### src/rtl/add16_stream_ctrl.sv
// add16_stream_ctrl
//
// Registered stream wrapper around an external combinational adder.
// Operand pairs enter through a valid/ready handshake and sit in a 2-entry
// FIFO. They move into an operand register (S1) that drives the adder. The
// adder's sum and overflow are captured into a result register (S2), which
// is presented downstream through a valid/ready handshake. The block also
// keeps statistics on transferred results.
//
// Ports:
//   clk, rst_n           clock; synchronous active-low reset
//   in_valid/in_ready    input handshake; in_a/in_b carry the operand pair
//   add_a/add_b          operands to the adder (straight from S1)
//   add_sum/add_ovf      adder result (combinational from add_a/add_b)
//   out_valid/out_ready  output handshake; out_sum/out_ovf carry the result
//   clr_stats            single-cycle clear of the statistics
//   ops_count            results transferred, wraps modulo 2^16
//   ovf_count            overflowing results transferred, saturating
//   ovf_sticky           set by any overflowing transfer
module add16_stream_ctrl #(
  parameter int WIDTH     = 16,
  parameter int OVF_CNT_W = 8
) (
  input  logic                 clk,
  input  logic                 rst_n,
  input  logic                 in_valid,
  output logic                 in_ready,
  input  logic [WIDTH-1:0]     in_a,
  input  logic [WIDTH-1:0]     in_b,
  output logic [WIDTH-1:0]     add_a,
  output logic [WIDTH-1:0]     add_b,
  input  logic [WIDTH-1:0]     add_sum,
  input  logic                 add_ovf,
  output logic                 out_valid,
  input  logic                 out_ready,
  output logic [WIDTH-1:0]     out_sum,
  output logic                 out_ovf,
  input  logic                 clr_stats,
  output logic [15:0]          ops_count,
  output logic [OVF_CNT_W-1:0] ovf_count,
  output logic                 ovf_sticky
);

  // FIFO storage and pointers
  logic [WIDTH-1:0] r_fifo_a [2];
  logic [WIDTH-1:0] r_fifo_b [2];
  logic             r_wr_ptr;
  logic             r_rd_ptr;
  logic [1:0]       r_fifo_count;

  // S1 operand register and S2 result register
  logic [WIDTH-1:0] r_s1_a;
  logic [WIDTH-1:0] r_s1_b;
  logic             r_s1_valid;
  logic [WIDTH-1:0] r_s2_sum;
  logic             r_s2_ovf;
  logic             r_s2_valid;

  // Statistics
  logic [15:0]          r_ops_count;
  logic [OVF_CNT_W-1:0] r_ovf_count;
  logic                 r_ovf_sticky;

  logic w_fifo_nonempty;
  logic w_fifo_push;
  logic w_fifo_pop;
  logic w_s1_load;
  logic w_s2_load;
  logic w_out_xfer;

  // in_ready depends only on the registered FIFO count, so there is no
  // combinational path from out_ready back to the input side.
  assign in_ready        = (r_fifo_count < 2'd2);
  assign w_fifo_nonempty = (r_fifo_count != 2'd0);
  assign w_fifo_push     = in_valid && in_ready;
  assign w_s2_load       = r_s1_valid && (!r_s2_valid || out_ready);
  assign w_s1_load       = w_fifo_nonempty && (!r_s1_valid || w_s2_load);
  assign w_fifo_pop      = w_s1_load;
  assign w_out_xfer      = r_s2_valid && out_ready;

  // FIFO: 2 entries with 1-bit pointers that wrap naturally.
  always_ff @(posedge clk) begin
    if (!rst_n) begin
      for (int i = 0; i < 2; i++) begin
        r_fifo_a[i] <= '0;
        r_fifo_b[i] <= '0;
      end
      r_wr_ptr     <= 1'b0;
      r_rd_ptr     <= 1'b0;
      r_fifo_count <= 2'd0;
    end else begin
      if (w_fifo_push) begin
        r_fifo_a[r_wr_ptr] <= in_a;
        r_fifo_b[r_wr_ptr] <= in_b;
        r_wr_ptr           <= ~r_wr_ptr;
      end
      if (w_fifo_pop) begin
        r_rd_ptr <= ~r_rd_ptr;
      end
      // Simultaneous push and pop leaves the count unchanged.
      case ({w_fifo_push, w_fifo_pop})
        2'b10:   r_fifo_count <= r_fifo_count + 2'd1;
        2'b01:   r_fifo_count <= r_fifo_count - 2'd1;
        default: r_fifo_count <= r_fifo_count;
      endcase
    end
  end

  // S1 holds its operands until S2 takes the sum, keeping add_a/add_b stable.
  always_ff @(posedge clk) begin
    if (!rst_n) begin
      r_s1_a     <= '0;
      r_s1_b     <= '0;
      r_s1_valid <= 1'b0;
    end else begin
      if (w_s1_load) begin
        r_s1_a     <= r_fifo_a[r_rd_ptr];
        r_s1_b     <= r_fifo_b[r_rd_ptr];
        r_s1_valid <= 1'b1;
      end else if (w_s2_load) begin
        r_s1_valid <= 1'b0;
      end
    end
  end

  // S2 captures the adder result computed from the current S1 contents.
  always_ff @(posedge clk) begin
    if (!rst_n) begin
      r_s2_sum   <= '0;
      r_s2_ovf   <= 1'b0;
      r_s2_valid <= 1'b0;
    end else begin
      if (w_s2_load) begin
        r_s2_sum   <= add_sum;
        r_s2_ovf   <= add_ovf;
        r_s2_valid <= 1'b1;
      end else if (w_out_xfer) begin
        r_s2_valid <= 1'b0;
      end
    end
  end

  // Statistics. A clear coinciding with a transfer restarts the counts
  // with that transfer already included.
  always_ff @(posedge clk) begin
    if (!rst_n) begin
      r_ops_count  <= '0;
      r_ovf_count  <= '0;
      r_ovf_sticky <= 1'b0;
    end else if (clr_stats) begin
      r_ops_count  <= w_out_xfer ? 16'd1 : 16'd0;
      r_ovf_count  <= (w_out_xfer && r_s2_ovf) ? OVF_CNT_W'(1) : '0;
      r_ovf_sticky <= w_out_xfer && r_s2_ovf;
    end else if (w_out_xfer) begin
      r_ops_count <= r_ops_count + 16'd1;
      if (r_s2_ovf) begin
        if (!(&r_ovf_count)) begin
          r_ovf_count <= r_ovf_count + OVF_CNT_W'(1);
        end
        r_ovf_sticky <= 1'b1;
      end
    end
  end

  assign add_a      = r_s1_a;
  assign add_b      = r_s1_b;
  assign out_valid  = r_s2_valid;
  assign out_sum    = r_s2_sum;
  assign out_ovf    = r_s2_ovf;
  assign ops_count  = r_ops_count;
  assign ovf_count  = r_ovf_count;
  assign ovf_sticky = r_ovf_sticky;

endmodule

### config.mk
export PLATFORM = sky130hd
export DESIGN_NAME = add16_stream_ctrl
export DESIGN_NICKNAME = d
export VERILOG_FILES = /design/src/rtl/add16_stream_ctrl.sv
export SDC_FILE = /design/constraint.sdc
export NUM_CORES = 1
export LEC_CHECK = 0
export BUFFER_PORTS_ARGS = -buffer_cell sky130_fd_sc_hd__buf_2
export CORE_MARGIN = 1
export CORE_UTILIZATION = 23
export CTS_CLUSTER_SIZE = 40
export DETAILED_ROUTE_END_ITERATION = 7
export PLACE_DENSITY = 0.45
export SLEW_MARGIN = 20
export SYNTH_ARGS = -nofsm -noshare
export SYNTH_HDL_FRONTEND = slang
export SYNTH_SLANG_ARGS = --single-unit
### constraint.sdc
create_clock -name clk -period 4.27 [get_ports clk]
set_clock_uncertainty 0.15 [all_clocks]
set_input_delay 0.854 -clock clk [delete_from_list [all_inputs] [get_ports clk]]
set_output_delay 0.854 -clock clk [all_outputs]
set_load 0.02 [all_outputs]
## After elaboration in Yosys (flattened, before gate mapping)

Memories as Yosys holds them, arrays and structs flattened. A register that Yosys moved wholly into a read port is not among the register bits.
Cells that the tools add are included.

- Divide/modulo/power cells: 0
- Multipliers: 0
- Multiplexer cells: 26
- Add/subtract/negate cells: 4
- Reduce and logical (&&, ||, !) cells: 22
- Bitwise gates (word level): 2
- Shifts and indexed selects: 0
- Order comparisons: 1
- Equality and inequality tests: 3

Operators by type and width:

| operator | number |
|---|---|
| $mux 16 | 4 |
| $mux 8 | 4 |
| $reduce_or 16->1 | 2 |
| $mux 1 | 17 |
| $add 16x1->16 const B | 1 |
| $reduce_bool 2->1 | 6 |
| $add 8x1->8 const B | 1 |
| $reduce_and 8->1 | 1 |
| $logic_and 1x1->1 | 5 |
| $logic_not 1->1 | 4 |
| $pmux 2 s2 | 1 |
| $reduce_and 3->1 | 1 |
| $add 2x1->2 const B | 1 |
| $eq 2x1->1 const B | 1 |
| $eq 2x2->1 const B | 1 |
| $logic_or 1x1->1 | 2 |
| $lt 2x2->1 const B | 1 |
| $ne 2x2->1 const B | 1 |
| $not 1->1 | 2 |
| $reduce_and 2->1 | 1 |
| $sub 2x1->2 const B | 1 |

- Bits in latches: 0
- Memories kept: 2
- RAM bits: 64
- Memory bits (read-only): 0
- Logic and storage cells: 70
- Register bits after elaboration: 48

Memory list:

| name | depth | width | rd ports | clocked after memory_dff | write ports | line | source |
|---|---|---|---|---|---|---|---|
| r_fifo_a | 2 | 16 | 1 | 1 | 2 | 45 | `logic [WIDTH-1:0] r_fifo_a [2];` |
| r_fifo_b | 2 | 16 | 1 | 1 | 2 | 46 | `logic [WIDTH-1:0] r_fifo_b [2];` |

## Longest topological paths before layout

Gate-level depths: netlist of the first run.

- Depth after elaboration: 7
- Gate-level depth with buffers: 8
- Mapped depth without buffers: 6

## Worst setup path before layout of the first run

No wires, ideal clock.

- Path kind: input to register
- Start: input rst_n
- End: memory r_fifo_a[1][0] (enable)
- Stages on the path: 3
- Data arrival time: 3,482 ps
- Path slack: 172 ps
- Data required time: 3,654 ps
- Buffers on the path: 1
- Path through: clkbuf_1 -> nand2_1 -> o21ai_0

RTL lines:

| item | line | source |
|---|---|---|
| start, declared | 25 | `input logic rst_n,` |
| end, declared | 45 |  |

==> results of run 1 <==
synthesized netlist by cell type (2+ instances only):
master     n
ha_1       3
and3_1     6
xnor2_1    7
nor3_1     3
buf_4      2
a21oi_1    9
or3_1      4
dfxtp_1   80
inv_1      4
edfxtp_1  64
nand3_1    7
o211a_1   32
o211ai_1   2
buf_2     13
nand2_1   76
mux2i_1   33
clkbuf_1  17
a21boi_0  18
nor2b_1    2
nor2_1    18
o21a_1     2
and2_1    69
nand4_1    7
o21ai_0    7
xor2_1    11
flip-flops by register name, summed over array words and instances (netlist names), 2 cells and up:
name	cells
ovf_count	8
ops_count	16
r_fifo_b	32
add_a	16
r_fifo_count	2
r_fifo_a	32
out_sum	16
add_b	16
layout make-up:
type	count	area share, %
flip-flops and latches	144	46.9
multi-input cells	335	30.0
repair buffers	135	9.44
clock buffers	17	5.65
well taps	330	5.49
clock inverters	15	2.38
inverters	4	0.200
kinds of logic (layout without fill, tap and decap cells):
group	after synthesis	in the layout	synth area share, %
XOR/XNOR	18	18	2.68
AO/OA/AOI/OAI	77	77	10.7
adder cells (fa/ha/maj)	3	3	0.637
AND/OR/NAND/NOR	203	203	17.7
multiplexers	34	34	5.80
buffers and inverters	36	171	2.70
flip-flops	144	144	59.8
power breakdown:
| part | total (mW) | switching (mW) | internal [mW] |
|---|---|---|---|
| clock | 1.52 | 0.640 | 0.883 |
| combinational | 1.10 | 0.662 | 0.436 |
| sequential | 1.91 | 0.189 | 1.72 |
per-layer routing:
layer / vias up / wire (um) / track usage (%)
met5: - / 13 / 0
met4: 2 / 171 / 3.64
met3: 16 / 817 / 3.32
met2: 121 / 6410 / 18.0
met1: 1981 / 6350 / 13.9
li1: 2050 / - / -
cells in the final DEF (no fill, tap or decap), types with 2 or more instances in the layout:
master and count:
clkinv_2 2, and3_1 6, nand3_1 7, buf_4 5, bufinv_16 2, clkbuf_16 17, nor3_1 3, clkinvlp_4 2
nand2_1 76, inv_8 3, o21ai_4 2, or3_1 4, nor2_1 17, mux2i_1 33, o211ai_1 2, inv_6 4
edfxtp_1 64, o21a_1 2, inv_1 4, dfxtp_1 79, xnor2_1 7, a21oi_1 8, nand4_1 7, a21boi_0 18
o211a_1 32, o21ai_0 5, xor2_1 11, ha_1 3, and2_1 69, buf_2 129
per-stage QoR:
stage | cell area [um^2] | total power [mW]
6_report | 7520 | 4.53
5_1_grt | 7520 | 4.79
4_1_cts | 7520 | 4.63
3_5_place_dp | 6920 | 3.07
3_3_place_gp | 6890 | 3.04
2_1_floorplan | 5890 | 2.69
worst max-delay path, delay by kind of cell:
| family | cells | cell delay (ns) |
|---|---|---|
| simple gates | 1 | 0.23 |
| compound gates | 1 | 0.59 |
| buf+inv | 2 | 0.92 |
worst max path at each step:
stage	from	end	slack [ns]	cells after the start
finish	rst_n	r_fifo_b[1][2]$_SDFFCE_PN0P_	1.61	4
global route	rst_n	ovf_count[6]$_SDFFE_PN0P_	1.39	4
CTS	rst_n	r_fifo_b[1][2]$_SDFFCE_PN0P_	1.56	4
detailed placement	rst_n	r_fifo_b[1][14]$_SDFFCE_PN0P_	1.11	4
global placement	rst_n	r_fifo_b[1][13]$_SDFFCE_PN0P_	1.17	4
floorplan	rst_n	r_fifo_a[1][0]$_SDFFCE_PN0P_	0.17	3
==> flow_metrics.tcl, run 1 <==
set metrics [dict create \
    drt_iter0_markers 207 \
    slew_headroom_pct 51.2 \
    rows 58 \
    fillers 2622 \
    grt_usage_pct 11.1 \
    hold-path-cell-count 2 \
    ys_warn_count 0 \
    async_flop_share_pct 0 \
    clk_latency_ns 0.41 \
    dp.cells 948 \
    grt_pass1_wl_mm 22.6 \
    post-route-util_pct 29.9 \
    startpoint_type "input pin" \
    syn_inst 515 \
    hold_viol 0 \
    dr.pass1.iters 4 \
    hold_buffers 0 \
    yosysUniqueCellTypes 44 \
    peakVddDrop_uv 282 \
    min_from "out_sum[14]$_SDFFE_PN0P_" \
    synthTopCellsByArea "edfxtp_1, dfxtp_1, and2_1" \
    ys_seq_area_share_pct 59.8 \
    reg2reg_setup_slack_ns 2.12 \
    die_w_um 162 \
    final-instance-count-excl-fill 980 \
    crit_path_end_kind "flip-flop" \
    r2r-start "r_fifo_count[1]$_SDFFE_PN0P_" \
    syn_area_per_cell_um2 11.4 \
    antenna_left 0 \
    worstSetupPathType "input pin to flip-flop" \
    synth.top_cell.area_share_pct 32.6 \
    rr_endpoint "r_fifo_b[1][2]$_SDFFCE_PN0P_" \
    post-route-period-util_pct 62.3 \
    worstMarginPinSlew_ns 0.732 \
    cts-root-buf "clkbuf_16" \
    cts.clk_slew.worst_paths_ns 0.06 \
    vias_per_cell 4.26 \
    synth-edff-count 64 \
    grt_pass1_vias 4167 \
    synth-seq-cells 144 \
    status "complete, no violations" \
    core_mm2 0.0252 \
    htreeDepth 4 \
    cts.path.max_buffers 2 \
    yosysTopAreaCell "edfxtp_1" \
    hold_path_class "flip-flop to flip-flop" \
    gp_congestion 0.751 \
    wire_per_inst_um 14.0 \
    cts_buffers 17 \
    crit_slowest_cell "o21ai_4" \
    io_buffers 129 \
    layout-drive-gt1-share_pct 27.5 \
    cts.repair.resized 0 \
    syn_nets 572 \
    layout_setup_ws_ns 1.61 \
    grt.overflow.total 0 \
    fp.dieH_um 162 \
    synth_flop_cell "dfxtp_1" \
    post_cts_buffers 0 \
    dieArea_mm2 0.0263 \
    fmaxAchievable_ghz 0.376 \
    slew_viol_final 0 \
    drv_cap 0 \
    detailed_place_hpwl_mm 9.07 \
    p_per_area_mw_per_mm2 602 \
    n_antenna_cell 0 \
    cp_max_fo 33 \
    fin_tns_setup_ns 0 \
    min_period_ns 2.66 \
    vias 4170 \
    start_util_pct 23.4 \
    layout-area-overhead-vs-synth_pct 27.7 \
    whs_endpoint "out_sum[14]$_SDFFE_PN0P_" \
    drc_errors 0 \
    arrival_ns 2.62 \
    tritoncts "done" \
    rsz0062_at_grt "no" \
    r2r_cells 4 \
    nNetsFinal 694 \
    preCtsSetupSlack_ns 1.11 \
    cts_num_sinks 144 \
    finalSetupViolCount 0 \
    antenna_found_initial 1 \
    io_pins 130 \
    syn_area_mm2 0.00589 \
    regArea_mm2 0.00353 \
    grt_max_degree 66 \
    path_cells "buf_2 > nand2_1 > o21ai_4 > buf_4" \
    hold_ws_ns 0.314 \
    worstPathRequired_ns 4.23 \
    critPathMaxStageDelay_ns 0.59 \
    wl_mm 13.8 \
    p_leak_nw 3.36 \
    multi_input_area_mm2 0.00225 \
]
(Power assumes the default switching activity.)
==> run 2: changes to the inputs <==
Settings changed: ABC_AREA from default to 1, PLACE_DENSITY 0.45 to 0.44.
Clock period 4.27 ns to 2.8 ns, I/O delays scaled along.
==> run 2 against run 1 <==
Against the previous run:
- first-iteration DRC count shrank 2.4%
- synthesized cell count grew 23%
- synthesized area shrank 1.8%
- worst hold slack lost 0.089 ns
- non-clock buffer count grew 8
- cell count grew 12%
- critical path depth shrank 3
- clock power grew 44%
- count of clock-buffer cells in the layout grew 1
- power grew 54%
==> flow_metrics.tcl, run 2 <==
set metrics [dict create \
    start_util_pct 23.6 \
    detailed_place_hpwl_mm 9.61 \
    startpoint "out_valid$_SDFFE_PN0P_" \
    final_common_cell "buf_2" \
    antenna_found_initial 0 \
    hold_viol 0 \
    grt_usage_pct 12.0 \
    dr.pass1.iters 4 \
    synthTopCellsByArea "edfxtp_1, dfxtp_1, nor2_1" \
    path_delay_family "flip-flops" \
    layout-drive-gt1-share_pct 24.6 \
    syn_inst 632 \
    wire_per_inst_um 13.5 \
    clk_latency_ns 0.42 \
    crit_slowest_cell "dfxtp_1" \
    syn_area_per_cell_um2 9.16 \
    reg_top3 "r_fifo_a (32), r_fifo_b (32)" \
    drc_errors 0 \
    n_antenna_cell 0 \
    status "complete, no violations" \
    io_pins 130 \
    final_cell_mix "buf_2, nor2_1, nand2_1, dfxtp_1, edfxtp_1" \
    finalSetupViolCount 0 \
    cts-root-buf "clkbuf_16" \
    r2r_cells 9 \
    tritoncts "done" \
    fp.dieH_um 161 \
    min_period_ns 1.88 \
    path_buf_inv 1 \
    endpoint "out_valid" \
    grt_max_degree 65 \
    cts_num_sinks 144 \
    io_buffers 129 \
    total_power_mw 6.97 \
    crit_path_end_kind "primary output" \
    drv_cap 0 \
    grt.overflow.total 0 \
    dieArea_mm2 0.0258 \
    fillers 2669 \
    path_depth 1 \
    grt_pass1_wl_mm 23.8 \
    nNetsFinal 821 \
    drt_iter0_markers 202 \
    synth-edff-count 64 \
    hold_buffers 0 \
    dp.cells 1069 \
    yosysTopAreaCell "edfxtp_1" \
    fin_tns_setup_ns 0 \
    layout-area-overhead-vs-synth_pct 27.2 \
    rows 57 \
    hold_ws_ns 0.224 \
    r2r-start "ovf_count[0]$_SDFFE_PN0P_" \
    grt_pass1_vias 4475 \
    path_cells "buf_2" \
    core_mm2 0.0245 \
    rsz0062_at_grt "no" \
    yosysUniqueCellTypes 33 \
    gp_congestion 0.774 \
    arrival_ns 1.17 \
    yosysMostFrequentCell "nor2_1" \
    worstMarginPinSlew_ns 0.590 \
    startpoint_type "flip-flop" \
    ys_warn_count 0 \
    fmaxAchievable_ghz 0.533 \
    synth_flop_cell "dfxtp_1" \
    peakVddDrop_uv 320 \
    rr_endpoint "ovf_count[4]$_SDFFE_PN0P_" \
    htreeDepth 4 \
    cts.repair.resized 0 \
    reg2reg_setup_slack_ns 0.99 \
    hold_path_class "input pin to flip-flop" \
    synth-seq-cells 144 \
    worstPathRequired_ns 2.09 \
    post-route-period-util_pct 67.0 \
    worstSetupPathType "flip-flop to primary output" \
    synthTopCellsByCount "nor2_1, nand2_1, dfxtp_1, edfxtp_1, o21ai_0" \
    vias_per_cell 4.14 \
    die_w_um 161 \
    p_leak_nw 3.31 \
    final-instance-count-excl-fill 1101 \
    critPathMaxStageDelay_ns 0.52 \
    vias 4553 \
    cts_buffers 17 \
    cp_max_fo 5 \
    cts.clk_slew.worst_paths_ns 0.06 \
    slew_headroom_pct 60.7 \
    antenna_left 0 \
    post_cts_buffers 0 \
    slew_viol_final 0 \
    wl_mm 14.9 \
    p_per_area_mw_per_mm2 947 \
    async_flop_share_pct 0 \
    syn_area_mm2 0.00579 \
    ys_seq_area_share_pct 60.9 \
    syn_nets 689 \
    synth.top_cell.area_share_pct 33.2 \
    cts.path.max_buffers 2 \
]
[run 2: cell types whose count changed in the layout (fill, tap and decap cells not counted), moves of 33 or more]
cell	change
nor2_1	+103
and2_1	-69
o21ai_0	+58
inv_1	+55
a31oi_1	+34
nand2_1	+34
mux2i_1	-33
[run 2: how the worst min path moves through the flow]
stage | start | end | cells after the start
after floorplan | r_wr_ptr$_SDFFE_PN0P_ | r_wr_ptr$_SDFFE_PN0P_ | 2
after global placement | ovf_count[4]$_SDFFE_PN0P_ | ovf_count[4]$_SDFFE_PN0P_ | 2
after detailed placement | ovf_sticky$_SDFFE_PN0P_ | ovf_sticky$_SDFFE_PN0P_ | 2
after CTS | add_sum[15] | out_sum[15]$_SDFFE_PN0P_ | 3
after global routing | add_sum[5] | out_sum[5]$_SDFFE_PN0P_ | 3
final | add_sum[15] | out_sum[15]$_SDFFE_PN0P_ | 3
[run 2: cells by family after synthesis]
group	share of synthesized area, %
flops	60.9
simple gates	19.7
xor+xnor	0.151
fa+ha+maj	0.649
buf+inv	6.94
compound gates	11.7
[run 2: area by class of cell]
class	count	area [um^2]	share of cell area, %
inverters	64	243	3.30
flip-flops and latches	144	3520	47.9
clock buffers	18	429	5.83
well taps	324	405	5.51
clock inverters	14	133	1.80
multi-input cells	394	1860	25.3
repair buffers	143	763	10.4
[run 2: worst reg2reg max path, stage by stage (launching register included)]
cell and delay [ns]:
dfxtp_1 0.41, ha_1 0.23, nand2_1 0.10, nor2_2 0.17, nand3_1 0.21, nand2_4 0.18
nand2_4 0.07, o21ai_0 0.10, o21ai_1 0.10, inv_1 0.05
[run 2: where the power goes]
group / total [mW] / switching [mW] / internal [mW]
combinational: 1.86 / 1.31 / 0.548
clock: 2.19 / 0.947 / 1.24
sequential: 2.92 / 0.242 / 2.68
total: 6.97 / 2.50 / 4.47
[run 2: per-layer routing]
layer,share of wire (%),vias to the layer above,wire length [um],GRT usage [%]
li1,-,2349,-,-
met1,49,2107,7240,15.6
met2,47,87,6940,19.5
met3,3.8,10,570,3.13
met4,1.0,0,153,3.77
met5,0,-,0,0
[run 2: per-stage QoR]
step | setup WS (ns) | util, % | cell area, um^2
global route | 0.817 | 30.0 | 7360
floorplan | 0.404 | - | 5790
CTS | 0.883 | 30.0 | 7360
detailed placement | 0.667 | 27.7 | 6800
finish | 0.924 | 30.0 | 7360
global placement | 0.678 | 27.7 | 6800
